[src/rtl/sdram_pattern_tester.sv]
// SDRAM built-in self test: writes a selectable pattern over an address range through the
// controller command port, reads it back, counts mismatches and captures the first failure.
//
// state  | meaning
// IDLE   | waiting for start
// WR_CMD | write command held, counting write beats of one burst
// WR_GAP | one idle cycle between write bursts
// RD_CMD | read command held, comparing read beats of one burst
// RD_GAP | one idle cycle between read bursts
// DONE   | run finished, results held until next start
module sdram_pattern_tester #(
    parameter int ADDR_WIDTH    = 22,
    parameter int DATA_WIDTH    = 16,
    parameter int BURST_LENGTH  = 1,
    parameter int STOP_ON_ERROR = 0
) (
    input  logic                  clk,
    input  logic                  resetn,
    input  logic                  start,
    input  logic [1:0]            pattern,
    input  logic [ADDR_WIDTH-1:0] addr_first,
    input  logic [ADDR_WIDTH-1:0] addr_last,
    output logic [1:0]            command,
    output logic [ADDR_WIDTH-1:0] data_address,
    output logic [DATA_WIDTH-1:0] data_write,
    input  logic [DATA_WIDTH-1:0] data_read,
    input  logic                  data_read_valid,
    input  logic                  data_write_done,
    output logic                  busy,
    output logic                  done,
    output logic                  config_error,
    output logic [31:0]           error_count,
    output logic [ADDR_WIDTH-1:0] fail_address,
    output logic [DATA_WIDTH-1:0] fail_expected,
    output logic [DATA_WIDTH-1:0] fail_actual
);

    localparam logic [15:0]           LFSR_SEED  = 16'hACE1;
    localparam logic [ADDR_WIDTH-1:0] ADDR_ONE   = ADDR_WIDTH'(1);
    localparam logic [ADDR_WIDTH-1:0] BURST_MASK = ADDR_WIDTH'(BURST_LENGTH - 1);
    localparam logic [3:0]            BEAT_LOAD  = 4'(BURST_LENGTH - 1);
    localparam int                    LREP       = (DATA_WIDTH + 15) / 16;
    localparam int                    CREP       = (DATA_WIDTH + 1) / 2;
    localparam logic [2*CREP-1:0]     CHK_REP    = {CREP{2'b10}};
    localparam logic [DATA_WIDTH-1:0] CHK_EVEN   = CHK_REP[DATA_WIDTH-1:0];

    typedef enum logic [2:0] {
        S_IDLE,
        S_WR_CMD,
        S_WR_GAP,
        S_RD_CMD,
        S_RD_GAP,
        S_DONE
    } state_t;

    state_t                  state_q, state_d;
    logic [ADDR_WIDTH-1:0]   addr_q, addr_d;
    logic [ADDR_WIDTH-1:0]   first_q, first_d;
    logic [ADDR_WIDTH-1:0]   last_q, last_d;
    logic [1:0]              pattern_q, pattern_d;
    logic [15:0]             lfsr_q, lfsr_d;
    logic [3:0]              beat_q, beat_d;
    logic                    end_q, end_d;
    logic                    cfg_err_q, cfg_err_d;
    logic [31:0]             err_cnt_q, err_cnt_d;
    logic [ADDR_WIDTH-1:0]   fail_addr_q, fail_addr_d;
    logic [DATA_WIDTH-1:0]   fail_exp_q, fail_exp_d;
    logic [DATA_WIDTH-1:0]   fail_act_q, fail_act_d;

    logic [DATA_WIDTH-1:0]   pat_addr;
    logic [DATA_WIDTH-1:0]   pat_lfsr;
    logic [DATA_WIDTH-1:0]   pat_value;
    logic [16*LREP-1:0]      lfsr_rep;
    logic [15:0]             lfsr_next;
    logic                    cfg_bad;
    logic                    mismatch;
    logic [31:0]             err_inc;

    generate
        if (ADDR_WIDTH >= DATA_WIDTH) begin : g_addr_trunc
            assign pat_addr = addr_q[DATA_WIDTH-1:0];
        end else begin : g_addr_ext
            assign pat_addr = {{(DATA_WIDTH - ADDR_WIDTH){1'b0}}, addr_q};
        end
    endgenerate

    assign lfsr_rep  = {LREP{lfsr_q}};
    assign pat_lfsr  = lfsr_rep[DATA_WIDTH-1:0];
    assign lfsr_next = {lfsr_q[0] ^ lfsr_q[2] ^ lfsr_q[3] ^ lfsr_q[5], lfsr_q[15:1]};

    always_comb begin
        pat_value = pat_addr;
        case (pattern_q)
            2'd0:    pat_value = pat_addr;
            2'd1:    pat_value = ~pat_addr;
            2'd2:    pat_value = pat_lfsr;
            default: pat_value = CHK_EVEN ^ {DATA_WIDTH{addr_q[0]}};
        endcase
    end

    // Ranges must cover whole bursts so every burst ends exactly on addr_last.
    assign cfg_bad  = (addr_first > addr_last)
                   || ((addr_first & BURST_MASK) != '0)
                   || ((addr_last & BURST_MASK) != BURST_MASK);
    assign mismatch = (data_read != pat_value);
    assign err_inc  = (err_cnt_q == '1) ? err_cnt_q : err_cnt_q + 32'd1;

    always_comb begin
        state_d     = state_q;
        addr_d      = addr_q;
        first_d     = first_q;
        last_d      = last_q;
        pattern_d   = pattern_q;
        lfsr_d      = lfsr_q;
        beat_d      = beat_q;
        end_d       = end_q;
        cfg_err_d   = cfg_err_q;
        err_cnt_d   = err_cnt_q;
        fail_addr_d = fail_addr_q;
        fail_exp_d  = fail_exp_q;
        fail_act_d  = fail_act_q;

        case (state_q)
            S_IDLE, S_DONE: begin
                if (start) begin
                    pattern_d = pattern;
                    first_d   = addr_first;
                    last_d    = addr_last;
                    if (cfg_bad) begin
                        cfg_err_d = 1'b1;
                        state_d   = S_DONE;
                    end else begin
                        cfg_err_d   = 1'b0;
                        err_cnt_d   = '0;
                        fail_addr_d = '0;
                        fail_exp_d  = '0;
                        fail_act_d  = '0;
                        addr_d      = addr_first;
                        lfsr_d      = LFSR_SEED;
                        beat_d      = BEAT_LOAD;
                        state_d     = S_WR_CMD;
                    end
                end
            end
            S_WR_CMD: begin
                if (data_write_done) begin
                    addr_d = addr_q + ADDR_ONE;
                    lfsr_d = lfsr_next;
                    if (beat_q == 4'd0) begin
                        end_d   = (addr_q == last_q);
                        state_d = S_WR_GAP;
                    end else begin
                        beat_d = beat_q - 4'd1;
                    end
                end
            end
            S_WR_GAP: begin
                beat_d = BEAT_LOAD;
                if (end_q) begin
                    addr_d  = first_q;
                    lfsr_d  = LFSR_SEED;
                    state_d = S_RD_CMD;
                end else begin
                    state_d = S_WR_CMD;
                end
            end
            S_RD_CMD: begin
                if (data_read_valid) begin
                    if (mismatch) begin
                        err_cnt_d = err_inc;
                        if (err_cnt_q == '0) begin
                            fail_addr_d = addr_q;
                            fail_exp_d  = pat_value;
                            fail_act_d  = data_read;
                        end
                    end
                    addr_d = addr_q + ADDR_ONE;
                    lfsr_d = lfsr_next;
                    if (mismatch && (STOP_ON_ERROR != 0)) begin
                        state_d = S_DONE;
                    end else if (beat_q == 4'd0) begin
                        end_d   = (addr_q == last_q);
                        state_d = S_RD_GAP;
                    end else begin
                        beat_d = beat_q - 4'd1;
                    end
                end
            end
            S_RD_GAP: begin
                beat_d  = BEAT_LOAD;
                state_d = end_q ? S_DONE : S_RD_CMD;
            end
            default: state_d = S_IDLE;
        endcase
    end

    always_comb begin
        command = 2'd0;
        busy    = 1'b0;
        done    = 1'b0;
        case (state_q)
            S_WR_CMD: begin command = 2'd1; busy = 1'b1; end
            S_RD_CMD: begin command = 2'd2; busy = 1'b1; end
            S_WR_GAP, S_RD_GAP: busy = 1'b1;
            S_DONE:   done = 1'b1;
            default:  command = 2'd0;
        endcase
    end

    assign data_address  = addr_q;
    assign data_write    = (state_q == S_WR_CMD) ? pat_value : '0;
    assign config_error  = cfg_err_q;
    assign error_count   = err_cnt_q;
    assign fail_address  = fail_addr_q;
    assign fail_expected = fail_exp_q;
    assign fail_actual   = fail_act_q;

    always_ff @(posedge clk or negedge resetn) begin
        if (!resetn) begin
            state_q     <= S_IDLE;
            addr_q      <= '0;
            first_q     <= '0;
            last_q      <= '0;
            pattern_q   <= '0;
            lfsr_q      <= '0;
            beat_q      <= '0;
            end_q       <= 1'b0;
            cfg_err_q   <= 1'b0;
            err_cnt_q   <= '0;
            fail_addr_q <= '0;
            fail_exp_q  <= '0;
            fail_act_q  <= '0;
        end else begin
            state_q     <= state_d;
            addr_q      <= addr_d;
            first_q     <= first_d;
            last_q      <= last_d;
            pattern_q   <= pattern_d;
            lfsr_q      <= lfsr_d;
            beat_q      <= beat_d;
            end_q       <= end_d;
            cfg_err_q   <= cfg_err_d;
            err_cnt_q   <= err_cnt_d;
            fail_addr_q <= fail_addr_d;
            fail_exp_q  <= fail_exp_d;
            fail_act_q  <= fail_act_d;
        end
    end

endmodule

[config.mk]
export PLATFORM = sky130hd
export DESIGN_NAME = sdram_pattern_tester
export DESIGN_NICKNAME = d
export VERILOG_FILES = /design/src/rtl/sdram_pattern_tester.sv
export SDC_FILE = /design/constraint.sdc
export NUM_CORES = 1
export LEC_CHECK = 0
export ABC_CLOCK_PERIOD_IN_PS = 6600
export BUFFER_PORTS_ARGS = -buffer_cell sky130_fd_sc_hd__buf_2
export CAP_MARGIN = 5
export CORE_UTILIZATION = 45
export DETAILED_ROUTE_END_ITERATION = 7
export GPL_TIMING_DRIVEN = 0
export PLACE_DENSITY = 0.69
export SLEW_MARGIN = 20
export SYNTH_ARGS = -nofsm -noshare
export SYNTH_HDL_FRONTEND = slang
export SYNTH_SLANG_ARGS = --single-unit
[constraint.sdc]
create_clock -name clk -period 6.6 [get_ports clk]
set_input_delay 0.66 -clock clk [delete_from_list [all_inputs] [get_ports clk]]
set_output_delay 0.66 -clock clk [all_outputs]
set_load 0.1 [all_outputs]
---- After elaboration in Yosys (flattened, before gate mapping) ----
Cells that the tools add are included.
storage, ports and cells
  word-level logic and storage cells ...... 119
  bits in registers ....................... 179
  output and inout bits ................... 129
operators by class
  muxes and demuxes ....................... 59
  eq/ne operators ......................... 20
  reduce and logical (&&, ||, !) cells .... 18
  add/sub/neg operators ................... 3
  bitwise logic cells ..................... 5
  order comparisons ....................... 1
operator list
  cell                                            number
  2-to-1 mux 16 bit                               14
  2-to-1 mux 22 bit                               10
  2-to-1 mux 32 bit                               5
  case mux 22 bit (4 select lines)                1
  case mux 16 bit (2 select lines)                2
  case mux 16 bit (4 select lines)                1
  case mux 32 bit (2 select lines)                1
  case mux 16 bit (3 select lines)                1
  case mux 22 bit (2 select lines)                1
  adder 32 x 1 -> 32 bit (second input constant)  1
  equality test 32 bit (second input constant)    1
  logical NOT 32 bit                              1
  adder 22 x 1 -> 22 bit (second input constant)  1
  equality test 22 bit                            1
  greater-than comparator 22 bit                  1
  2-to-1 mux 3 bit                                7
  2-to-1 mux 4 bit                                5
  inequality test 2 bit (second input constant)   10
  AND reduction 6 bit                             3
  inequality test 16 bit                          1
  NOT 16 bit                                      1
  case mux 4 bit (4 select lines)                 1
  case mux 3 bit (5 select lines)                 1
  AND reduction 5 bit                             2
  other kinds (21)                                33

---- Longest topological paths before layout ----
  word-level depth ........................ 6
  gate-level depth with buffers ........... 13
  depth with buffers taken out ............ 10

---- Worst setup path after synthesis ----
OpenSTA, ideal clock, no wires.
  path type ............................... flip-flop to output port
  from .................................... register addr_q[0] (netlist: data_address[0])
  to ...................................... output data_write[14]
  required time ........................... 5940 ps
  buffers on the path ..................... 1
  cell stages (with the launch flop) ...... 6
  arrival ................................. 2926 ps
  slack ................................... 3014 ps
  cells stage by stage .................... dfrtp_1 buf_2 nand2b_1 and3_1 nor2_1 nor2_1
between the ends
  longest elaborated chain between the ends .. 2
RTL lines
  what                              RTL line  RTL
  from (decl)                       57        logic [ADDR_WIDTH-1:0] addr_q, addr_d;
  from (signal assigned)            235       addr_q <= addr_d;
  case mux 16 bit (3 select lines)  93        case (pattern_q)
  2-to-1 mux 16 bit                 211       assign data_write = (state_q == S_WR_CMD) ? pat_value : '0;
  to (decl)                         25        output logic [DATA_WIDTH-1:0] data_write,
Every way passes these cells.

---- Final worst setup path ----
  from .................................... input addr_first[19]
  to ...................................... register addr_q[17] (netlist: data_address[17])
between the ends
  longest elaborated chain between the ends .. 3
RTL lines
  what                             RTL line  RTL
  from (decl)                      21        input logic [ADDR_WIDTH-1:0] addr_first,
  greater-than comparator 22 bit   102       assign cfg_bad = (addr_first > addr_last)
  inequality test 2 bit (no line)  --
  AND reduction 6 bit (no line)    --
Every way passes these cells.
A chain may end at the register's enable or synchronous reset.

==> qor.yml <==
synth_simple_gate_area_frac: 0.157
ctsHoldBuffers: 0
hold_slack_ns: 0.0987
busiest_layer: "met2"
synthToLayoutAreaGrowth_pct: 19.6
grt_pass1_wl_mm: 49.2
cts_buffers: 17
worstRegToRegCells: 11
rows: 54
die_area_um2: 23100
vias: 9212
dr.pass1.iters: 7
synth_top_family_by_area: "compound AO/OA/AOI/OAI gates"
grtUsageMet2: 0.416
final_common_cell: "buf_2"
finalNonFillerCells: 1569
postRouteWirelength_mm: 30.4
drv_cap: 0
cts.sinks: 179
r2r_start: "data_address[0]"
final_cell_mix: "buf_2, dfrtp_1, o21ai_0"
die_y_um: 152
io_pins: 196
r2r-end: "error_count[14]"
relSlewSlack: 0.414
startpoint: "addr_first[19]"
cp.arrival_ns: 4.02
run_status: "complete, but fails checks"
synthMuxAreaShare: 0.0824
drive_gt1_frac: 0.245
antenna_found_initial: 1
synth_seq_area_share: 0.442
core_region_area_um2: 22000
n_fill_cell: 1965
grt_pass1_vias: 8843
seq_area_um2: 4480
die_w_um: 152
violations: "DRC"
start_util: 0.461
dp.cells: 1536
endpoint: "data_address[17]"
rsz0062_at_grt: "no"
period_needed_ns: 3.70
synth_xor_area_frac: 0.0346
synth_compound_area_frac: 0.198
finalCritPeriodShare: 0.560
synth-main-ff-cell: "dfrtp_1"
remaining_drc_errors: 38
drt.antenna.violating_nets: 0
fin_nets: 1369
cts_max_path_buffers: 2
end_kind: "flop"
cts_setup_buffers: 0
reg2reg_setup_slack_ns: 3.14
avgSynthCellArea_um2: 9.57
multi_input_comb_area_um2: 5120
grt_usage: 0.269
netlist_area_um2: 10100
setup_viol: 0
finalMaxSlewViolations: 0
use_met1: 0.381
cts_root_buffer: "clkbuf_16"
drt_first_iter_violations: 735
dp_hpwl_mm: 23.0
via_per_inst: 5.87
synthAdderAreaFrac: 0.0333
yosysWarnings: 0
start_kind: "input pin"
skew_ns: 0.0128
overflow: 0
met3_usage: 0.0451
wl_per_cell_um: 19.4
fin_tns_setup_ns: 0
synth.distinct_cells: 69
io_buffers: 195
synth_edf_count: 0
ys_seq_elements: 179
syn-instance-count: 1059
ctsResizeCount: 0
h-tree-depth: 4
path_max_fanout: 10
async_reset_ff_frac: 1.00
worstSkewPairLatency_ns: 0.44
hp-class: "input pin to asynchronous set/reset pin"
worst_pin_slew_ns: 0.857
worst-setup-path-type: "input pin to flop"
synth_nets: 1153
crit_required_ns: 6.92
hold_viol_final: 0
path_clk_slew_ns: 0.07
grt_max_degree: 79
max_freq_mhz: 271
gp_congestion: 0.880
cts_tree: "yes"
==> worst min-delay path by stage <==
stage | from | to
after floorplan | resetn | beat_q[0]
after global placement | fail_expected[0] | fail_expected[0]
after detailed placement | fail_expected[15] | fail_expected[15]
after CTS | resetn | fail_actual[12]
after global routing | resetn | fail_actual[15]
final | resetn | fail_actual[12]
==> Yosys cell counts (3+ instances only) <==
library cell	number	share of area
o41ai_1	6	0.0052
o21a_1	8	0.0059
buf_1	4	0.0015
a211oi_1	6	0.0044
nand2b_1	14	0.0086
o31ai_1	30	0.022
o2bb2ai_1	14	0.012
mux2i_1	13	0.013
nand3_1	33	0.016
inv_1	40	0.015
o21ai_0	84	0.041
nor3_1	26	0.013
clkbuf_1	53	0.020
ha_1	27	0.033
nand2_1	82	0.030
a221oi_1	5	0.0043
buf_6	8	0.0089
o21ai_1	5	0.0025
mux2_4	4	0.0059
xnor2_1	21	0.018
a21o_1	3	0.0022
and2_1	11	0.0068
mux2i_4	3	0.0067
a31oi_1	18	0.011
nor2b_1	5	0.0031
and3_1	32	0.020
dfrtp_1	179	0.44
xor2_1	19	0.016
o22ai_1	3	0.0019
buf_2	14	0.0069
mux2_2	48	0.053
nor4_1	11	0.0068
nand4_1	16	0.0099
a21oi_1	45	0.022
nor2_1	76	0.028
and4_1	3	0.0026
a22o_1	46	0.040
==> final cells by class <==
class | instances | area share
inverters | 41 | 0.0127
clock buffers | 19 | 0.0366
clock inverters | 13 | 0.0124
multi-input cells | 759 | 0.422
plain buffers | 80 | 0.0315
repair buffers | 197 | 0.0859
well taps | 280 | 0.0289
diodes | 1 | 0.000207
flip-flops and latches | 179 | 0.370
==> sequential cells by signal, summed over array words and instances, names as in the netlist <==
name	count
beat_q	4
config_error	1
data_address	22
end_q	1
error_count	32
fail_actual	16
fail_address	22
fail_expected	16
first_q	22
last_q	22
lfsr_q	16
pattern_q	2
state_q	3
==> metal layers <==
layer  share of wire  vias to the layer above
li1                -                     4291
met1            0.44                     4436
met2            0.46                      428
met3           0.070                       57
met4           0.028                        0
met5               0                        -
==> worst max-delay path, cell delays in order <==
cell	delay, ns
buf_2	0.13
ha_1	0.32
a21o_1	0.16
a21o_1	0.16
a2111oi_0	0.78
nand3_1	0.22
a21oi_1	0.41
o211a_1	0.25
clkbuf_1	0.44
o21ai_0	0.20
a22o_1	0.27
==> metrics by stage <==
stage                     instance area [µm²]  worst slack [ns]   util
after detailed placement                11500              2.50  0.525
after global placement                  11500              1.90  0.522
after floorplan                         10100              3.01      -
after global routing                    12100              2.82  0.552
final                                   12100              2.90  0.552
after CTS                               12100              2.94  0.552
==> logic make-up (layout without fill, tap and decap cells) <==
group,Yosys count,count (layout)
buf+inv,121,350
compound gates,297,297
xor+xnor,40,40
fa+ha+maj,27,27
flops,179,179
mux,71,71
simple gates,324,324
other cells,0,1
Power is not shown: default switching activity piles up to over one toggle a cycle in this logic, so the estimate is an artifact.
